==> config.mk <==
export PLATFORM = sky130hd
export DESIGN_NAME = signed_mac4_stream
export DESIGN_NICKNAME = d
export VERILOG_FILES = /design/src/rtl/signed_mac_pkg.sv /design/src/rtl/signed_arrayMul.sv /design/src/rtl/signed_mac4_stream.sv
export SDC_FILE = /design/constraint.sdc
export NUM_CORES = 1
export LEC_CHECK = 0
export ABC_AREA = 1
export CORE_MARGIN = 2
export CORE_UTILIZATION = 50
export CTS_CLUSTER_DIAMETER = 100
export DETAILED_ROUTE_END_ITERATION = 7
export PLACE_DENSITY = 0.72
export SYNTH_ARGS = -nofsm -noshare
export SYNTH_HDL_FRONTEND = slang
export SYNTH_SLANG_ARGS = --single-unit
export TNS_END_PERCENT = 1
==> constraint.sdc <==
create_clock -name clk -period 3.53 [get_ports clk]
set_clock_uncertainty 0.15 [all_clocks]
set_input_delay 0.706 -clock clk [delete_from_list [all_inputs] [get_ports clk]]
set_output_delay 0.706 -clock clk [all_outputs]
set_load 0.02 [all_outputs]
==> src/rtl/signed_mac_pkg.sv <==
// Shared types and helpers for the signed streaming multiply-accumulate stage.
package signed_mac_pkg;

  localparam int OP_W   = 4;
  localparam int PROD_W = 8;

  typedef enum logic {ACC_IDLE, ACC_RUN} acc_state_t;
  typedef enum logic {OUT_EMPTY, OUT_FULL} out_state_t;

  // Signed-add overflow from the sign bits of both addends (a, b) and the sum (s):
  // same-signed addends producing a differently-signed sum.
  function automatic logic sadd_ovf(input logic a, input logic b, input logic s);
    return (a == b) && (s != a);
  endfunction

endpackage

==> src/rtl/signed_arrayMul.sv <==
// Combinational 4x4 two's-complement array multiplier (Baugh-Wooley form).
module signed_arrayMul
  import signed_mac_pkg::*;
(
  input  logic signed [OP_W-1:0]   a,
  input  logic signed [OP_W-1:0]   b,
  output logic signed [PROD_W-1:0] p
);

  // Correction constant 2^(2n-1) + 2^n that replaces the negative-weight
  // partial products by their complements.
  localparam logic [PROD_W-1:0] BW_K = 8'h90;

  logic [PROD_W-1:0] row [OP_W];
  logic [PROD_W-1:0] p_sum;

  // Partial-product rows: terms mixing exactly one sign bit are inverted.
  always_comb begin
    for (int i = 0; i < OP_W; i++) begin
      row[i] = '0;
      for (int j = 0; j < OP_W; j++) begin
        if ((i == OP_W-1) != (j == OP_W-1))
          row[i][i+j] = ~(a[i] & b[j]);
        else
          row[i][i+j] = a[i] & b[j];
      end
    end
  end

  // Row reduction plus correction, modulo 2^PROD_W.
  always_comb begin
    p_sum = BW_K;
    for (int i = 0; i < OP_W; i++)
      p_sum = p_sum + row[i];
    p = signed'(p_sum);
  end

endmodule

==> src/rtl/signed_mac4_stream.sv <==
// Streaming signed dot-product: operand register, multiply, accumulate,
// one held result (sum, term count, sticky overflow) per vector.
module signed_mac4_stream
  import signed_mac_pkg::*;
#(
  parameter int ACC_W   = 12,
  parameter int MAX_LEN = 16,
  parameter int CNT_W   = $clog2(MAX_LEN+1)
) (
  input  logic                    clk,
  input  logic                    rst_n,
  input  logic                    in_valid,
  output logic                    in_ready,
  input  logic signed [OP_W-1:0]  in_a,
  input  logic signed [OP_W-1:0]  in_b,
  input  logic                    in_last,
  output logic                    out_valid,
  input  logic                    out_ready,
  output logic signed [ACC_W-1:0] out_acc,
  output logic [CNT_W-1:0]        out_len,
  output logic                    out_ovf
);

  logic                     vld_p1, last_p1;
  logic signed [OP_W-1:0]   a_p1, b_p1;
  logic signed [PROD_W-1:0] prod_p1;
  logic signed [ACC_W-1:0]  prod_ext_p1, sum_p1;
  logic                     add_ovf_p1;

  acc_state_t               acc_state, acc_state_nxt;
  logic signed [ACC_W-1:0]  acc_p2, acc_nxt;
  logic [CNT_W-1:0]         cnt_p2, cnt_nxt;
  logic                     ovf_p2, ovf_nxt;

  out_state_t               out_state, out_state_nxt;
  logic signed [ACC_W-1:0]  out_acc_nxt;
  logic [CNT_W-1:0]         out_len_nxt;
  logic                     out_ovf_nxt;

  logic term_end, s1_adv, xfer, load_out;

  // A vector ends on an explicit last term or when the counter reaches MAX_LEN.
  assign term_end  = last_p1 || (cnt_p2 == CNT_W'(MAX_LEN-1));
  // Only a terminating term facing a full, unaccepted output stalls.
  assign s1_adv    = vld_p1 && !(term_end && out_valid && !out_ready);
  assign in_ready  = !vld_p1 || s1_adv;
  assign xfer      = in_valid && in_ready;
  assign load_out  = s1_adv && term_end;
  assign out_valid = (out_state == OUT_FULL);

  // ---- Stage p1: operand register ----
  // Capture operands on transfer; drop valid when the term moves on with no replacement.
  always_ff @(posedge clk or negedge rst_n) begin
    if (!rst_n) begin
      vld_p1  <= 1'b0;
      last_p1 <= 1'b0;
      a_p1    <= '0;
      b_p1    <= '0;
    end else if (xfer) begin
      vld_p1  <= 1'b1;
      last_p1 <= in_last;
      a_p1    <= in_a;
      b_p1    <= in_b;
    end else if (s1_adv) begin
      vld_p1  <= 1'b0;
    end
  end

  signed_arrayMul u_mul (
    .a (a_p1),
    .b (b_p1),
    .p (prod_p1)
  );

  assign prod_ext_p1 = ACC_W'(prod_p1);
  assign sum_p1      = acc_p2 + prod_ext_p1;
  assign add_ovf_p1  = sadd_ovf(acc_p2[ACC_W-1], prod_ext_p1[ACC_W-1], sum_p1[ACC_W-1]);

  // ---- Stage p2: accumulator ----
  // Accumulator next state: keep summing, or clear once the vector is handed off.
  always_comb begin
    acc_state_nxt = acc_state;
    acc_nxt       = acc_p2;
    cnt_nxt       = cnt_p2;
    ovf_nxt       = ovf_p2;
    if (s1_adv) begin
      if (term_end) begin
        acc_state_nxt = ACC_IDLE;
        acc_nxt       = '0;
        cnt_nxt       = '0;
        ovf_nxt       = 1'b0;
      end else begin
        acc_state_nxt = ACC_RUN;
        acc_nxt       = sum_p1;
        cnt_nxt       = cnt_p2 + CNT_W'(1);
        ovf_nxt       = ovf_p2 | add_ovf_p1;
      end
    end
  end

  // Accumulator state register.
  always_ff @(posedge clk or negedge rst_n) begin
    if (!rst_n) begin
      acc_state <= ACC_IDLE;
      acc_p2    <= '0;
      cnt_p2    <= '0;
      ovf_p2    <= 1'b0;
    end else begin
      acc_state <= acc_state_nxt;
      acc_p2    <= acc_nxt;
      cnt_p2    <= cnt_nxt;
      ovf_p2    <= ovf_nxt;
    end
  end

  // Output register next state: a new result may load in the same cycle the old one is taken.
  always_comb begin
    out_state_nxt = out_state;
    out_acc_nxt   = out_acc;
    out_len_nxt   = out_len;
    out_ovf_nxt   = out_ovf;
    if (load_out) begin
      out_state_nxt = OUT_FULL;
      out_acc_nxt   = sum_p1;
      out_len_nxt   = cnt_p2 + CNT_W'(1);
      out_ovf_nxt   = ovf_p2 | add_ovf_p1;
    end else if (out_valid && out_ready) begin
      out_state_nxt = OUT_EMPTY;
    end
  end

  // Output state register; fields only change on a load.
  always_ff @(posedge clk or negedge rst_n) begin
    if (!rst_n) begin
      out_state <= OUT_EMPTY;
      out_acc   <= '0;
      out_len   <= '0;
      out_ovf   <= 1'b0;
    end else begin
      out_state <= out_state_nxt;
      out_acc   <= out_acc_nxt;
      out_len   <= out_len_nxt;
      out_ovf   <= out_ovf_nxt;
    end
  end

endmodule

==> results.tsv <==
stage	metric	value	unit
synth	synth.cell_area	2960	sq um
setup_path	reg2reg_to	out_acc[8]$_DFFE_PN0P_	
floorplanning	chipHeight	81.0	um
sta	slew_violations	0	
pwr	clkPwrFrac	9.4	%
worst_hold_path	hold_depth	2	
synth	syn_area_per_cell	8.49	sq um
synth	ys_seq_area_share	39.7	%
global_routing	grt_pass1_vias	2377	
worst_hold_path	min_path_type	reg -> reg	
clocking	numCtsBuffers	5	
synth	synth_top_cell_by_area	dfrtp_1	
setup_path	reg2reg_slack	-0.20	ns
route	wirelength	6.29	mm
route	vias_per_cell	4.96	
pwr	internal_power	2.07	mW
synth	synth_edf_count	0	
layout	final_util	65.8	%
setup_path	arrival	3.79	ns
synth	netlist_instances	349	
layout	drive_gt1_share	24.0	%
pwr	power_density	993	nW/um^2
route	drc	0	
clocking	cts_buffer_depth	2	
floorplanning	core	5820	sq um
layout	n_fill_cell	492	
synth	ys_warn_count	0	
synth	synth_fp_nets	392	
floorplanning	initial_core_util	51.0	%
sta	worst_slew_pin_slew	1.06	ns
worst_hold_path	whs_endpoint	out_acc[8]$_DFFE_PN0P_	
worst_hold_path	hp-start	out_acc[8]$_DFFE_PN0P_	
sta	max_freq	268	MHz
clocking	clk_latency	0.31	ns
route	vias	2422	
global_routing	antenna_found_initial	0	
pwr	p_seq_share	22.7	%
clocking	tritoncts	done	
route	final_antenna_net_count	0	
clocking	ctsRootBufferMaster	clkbuf_8	
clocking	clk_pin_slew	0.09	ns
pwr	switchingPower	1.73	mW
global_routing	overflow	0	
setup_path	crit_path_start_kind	register	
sta	post-route-period-util	106	%
sta	setup_tns	-2.28	ns
global_routing	grt_max_degree	48	
sta	rsz0062_at_grt	yes	
setup_path	cp-end-kind	register	
run	cap_violations	0	
setup_path	r2r_start	a_p1[1]$_DFFE_PN0P_	
synth	ys_types	31	
pwr	pwr-share-comb	67.9	%
route	wl_per_cell	12.9	um
pwr	vdd_drop_max	0.000510	V
floorplanning	dieArea	6560	sq um
setup_path	critPathKind	reg -> reg	
synth	synth_top_area_share	39.7	%
layout	mostFrequentLayoutCells	nand2_1 (104), dfrtp_1 (47), inv_1 (41), clkdlybuf4s50_1 (31), buf_4 (28)	
setup_path	cp.required	3.59	ns
floorplanning	fp.dieW	81.0	um
sta	hold_violations	0	
place	portBuffers	32	
route	dr.pass1.iters	4	
sta	slew_headroom	29.5	%
layout	n_antenna_cell	0	
synth	async_reset_ff_share	100	%
clocking	cts_hold_buf	0	
clocking	htreeDepth	2	
layout	mostFrequentLayoutCell	nand2_1	
layout	regArea	1180	sq um
global_routing	grt_use_total	21.3	%
synth	synth_seq_cells	47	
outcome	outcome	finished, violations left	
floorplanning	row_count	28	
pwr	switching_share	45.6	%
layout	synthToLayoutAreaGrowth	29.1	%
route	first_iter_violations	112	
place	dp_hpwl	4.48	mm
setup_path	worstPathMaxFanout	6	
sta	period_minus_slack	3.73	ns
global_routing	grt_pass1_wl	10.9	mm
sta	finalSetupViolCount	14	
sta	worst_slack	-0.202	ns
outcome	violations	setup timing	
synth	ys.flop_type	dfrtp_1	
place	gp_congestion	0.904	
floorplanning	ioPinCount	33	
pwr	p_leak	1.94	nW
synth	yosys-top-cells-area	dfrtp_1 (40%), nand2_1 (14%), ha_1 (10%), inv_1 (5.4%), nand3_1 (4.2%)	
layout	multi_input_area	1760	sq um
setup_path	reg2reg_depth	19	
clocking	cts_sinks	47	
layout	final_nets	455	
[per-stage QoR]
| stage | hold slack (ns) | total power, mW | instance area [sq um] | cells | worst slack (ns) |
|---|---|---|---|---|---|
| 3_5_place_dp | 0.316 | 3.16 | 3570 | 469 | -0.249 |
| 2_1_floorplan | 0.260 | 2.47 | 3080 | 349 | -0.0619 |
| 6_report | 0.331 | 3.80 | 3830 | 488 | -0.202 |
| 5_1_grt | 0.368 | 4.15 | 3830 | 488 | -0.404 |
| 3_3_place_gp | 0.312 | 3.12 | 3570 | 469 | -0.165 |
| 4_1_cts | 0.341 | 3.67 | 3760 | 487 | -0.209 |
[cells in the mapped netlist (2+ instances only)]
cell type / instances
ha_1: 24
a21oi_1: 10
o21ai_2: 11
buf_6: 4
dfrtp_1: 47
xor2_1: 4
o21bai_1: 2
inv_1: 43
o21ai_0: 11
mux2_2: 9
fa_1: 6
nand4_1: 2
nor2_1: 19
xnor2_1: 5
nand3b_1: 2
o22ai_1: 2
nand2_1: 110
nand3_1: 25
[power by group through the flow]
stage	clock [mW]	combinational, mW	sequential (mW)
3_3_place_gp	0	2.25	0.864
3_5_place_dp	0	2.29	0.870
2_1_floorplan	0	1.50	0.969
4_1_cts	0.368	2.44	0.862
6_report	0.358	2.58	0.862
5_1_grt	0.391	2.87	0.887
[per-layer routing]
layer	global-route usage (%)	share of wire, %	vias up	routed length [um]
li1	-	-	1243	-
met1	29.4	46	1136	2890
met2	34.8	50	37	3130
met3	4.00	3.4	6	211
met4	5.08	1.0	0	63
met5	0	0	-	0
[layout make-up]
cell class,instances,share of cell area (%)
multi-input cells,253,46.0
clock buffers,6,2.16
repair buffers,60,13.7
inverters,45,4.54
clock inverters,2,0.360
flip-flops and latches,47,30.7
well taps,75,2.45
[kinds of logic (layout without fill, tap and decap cells)]
| group | Yosys count | count (layout) | share of synthesized area [%] |
|---|---|---|---|
| xor+xnor | 9 | 9 | 2.66 |
| flops | 47 | 47 | 39.7 |
| buf+inv | 49 | 113 | 7.39 |
| mux | 9 | 9 | 3.42 |
| fa+ha+maj | 30 | 30 | 14.2 |
| simple gates | 166 | 166 | 23.8 |
| compound gates | 39 | 39 | 8.86 |
[sequential cells by signal, summed over array words and instances (netlist names), 4 cells and up]
signal	count
cnt_p2	5
acc_p2	12
out_acc	12
b_p1	4
a_p1	4
out_len	5
[timing repair]
action	CTS	global route
hold endpoints to repair	0	0
setup endpoints to repair	15	17
pin swaps	16	15
gates resized for setup	5	15
setup buffers	10	1
[worst max path at each step]
| stage | start | end | depth (start not counted) | slack [ns] |
|---|---|---|---|---|
| finish | a_p1[1]$_DFFE_PN0P_ | out_acc[8]$_DFFE_PN0P_ | 19 | -0.20 |
| global route | a_p1[1]$_DFFE_PN0P_ | acc_p2[10]$_DFFE_PN0P_ | 20 | -0.40 |
| CTS | a_p1[1]$_DFFE_PN0P_ | ovf_p2$_DFFE_PN0P_ | 21 | -0.21 |
| detailed placement | a_p1[1]$_DFFE_PN0P_ | ovf_p2$_DFFE_PN0P_ | 21 | -0.25 |
| global placement | a_p1[1]$_DFFE_PN0P_ | ovf_p2$_DFFE_PN0P_ | 21 | -0.16 |
| floorplan | a_p1[1]$_DFFE_PN0P_ | ovf_p2$_DFFE_PN0P_ | 21 | -0.06 |
[critical path, cell delays in order, from the launching register on]
cell and delay [ns]:
dfrtp_1 0.40, nand2_1 0.09, inv_2 0.04, fa_1 0.49, inv_1 0.05, fa_1 0.48, inv_2 0.04, ha_4 0.15
fa_2 0.40, nand2_2 0.08, nand2_2 0.06, nand3_2 0.08, nand2_4 0.11, ha_4 0.29, a21o_1 0.18, a21oi_1 0.12
nand2_1 0.11, nor2_1 0.12, nand3b_1 0.11, nand2_1 0.05
No activity file was read; power rests on OpenSTA's default activity.
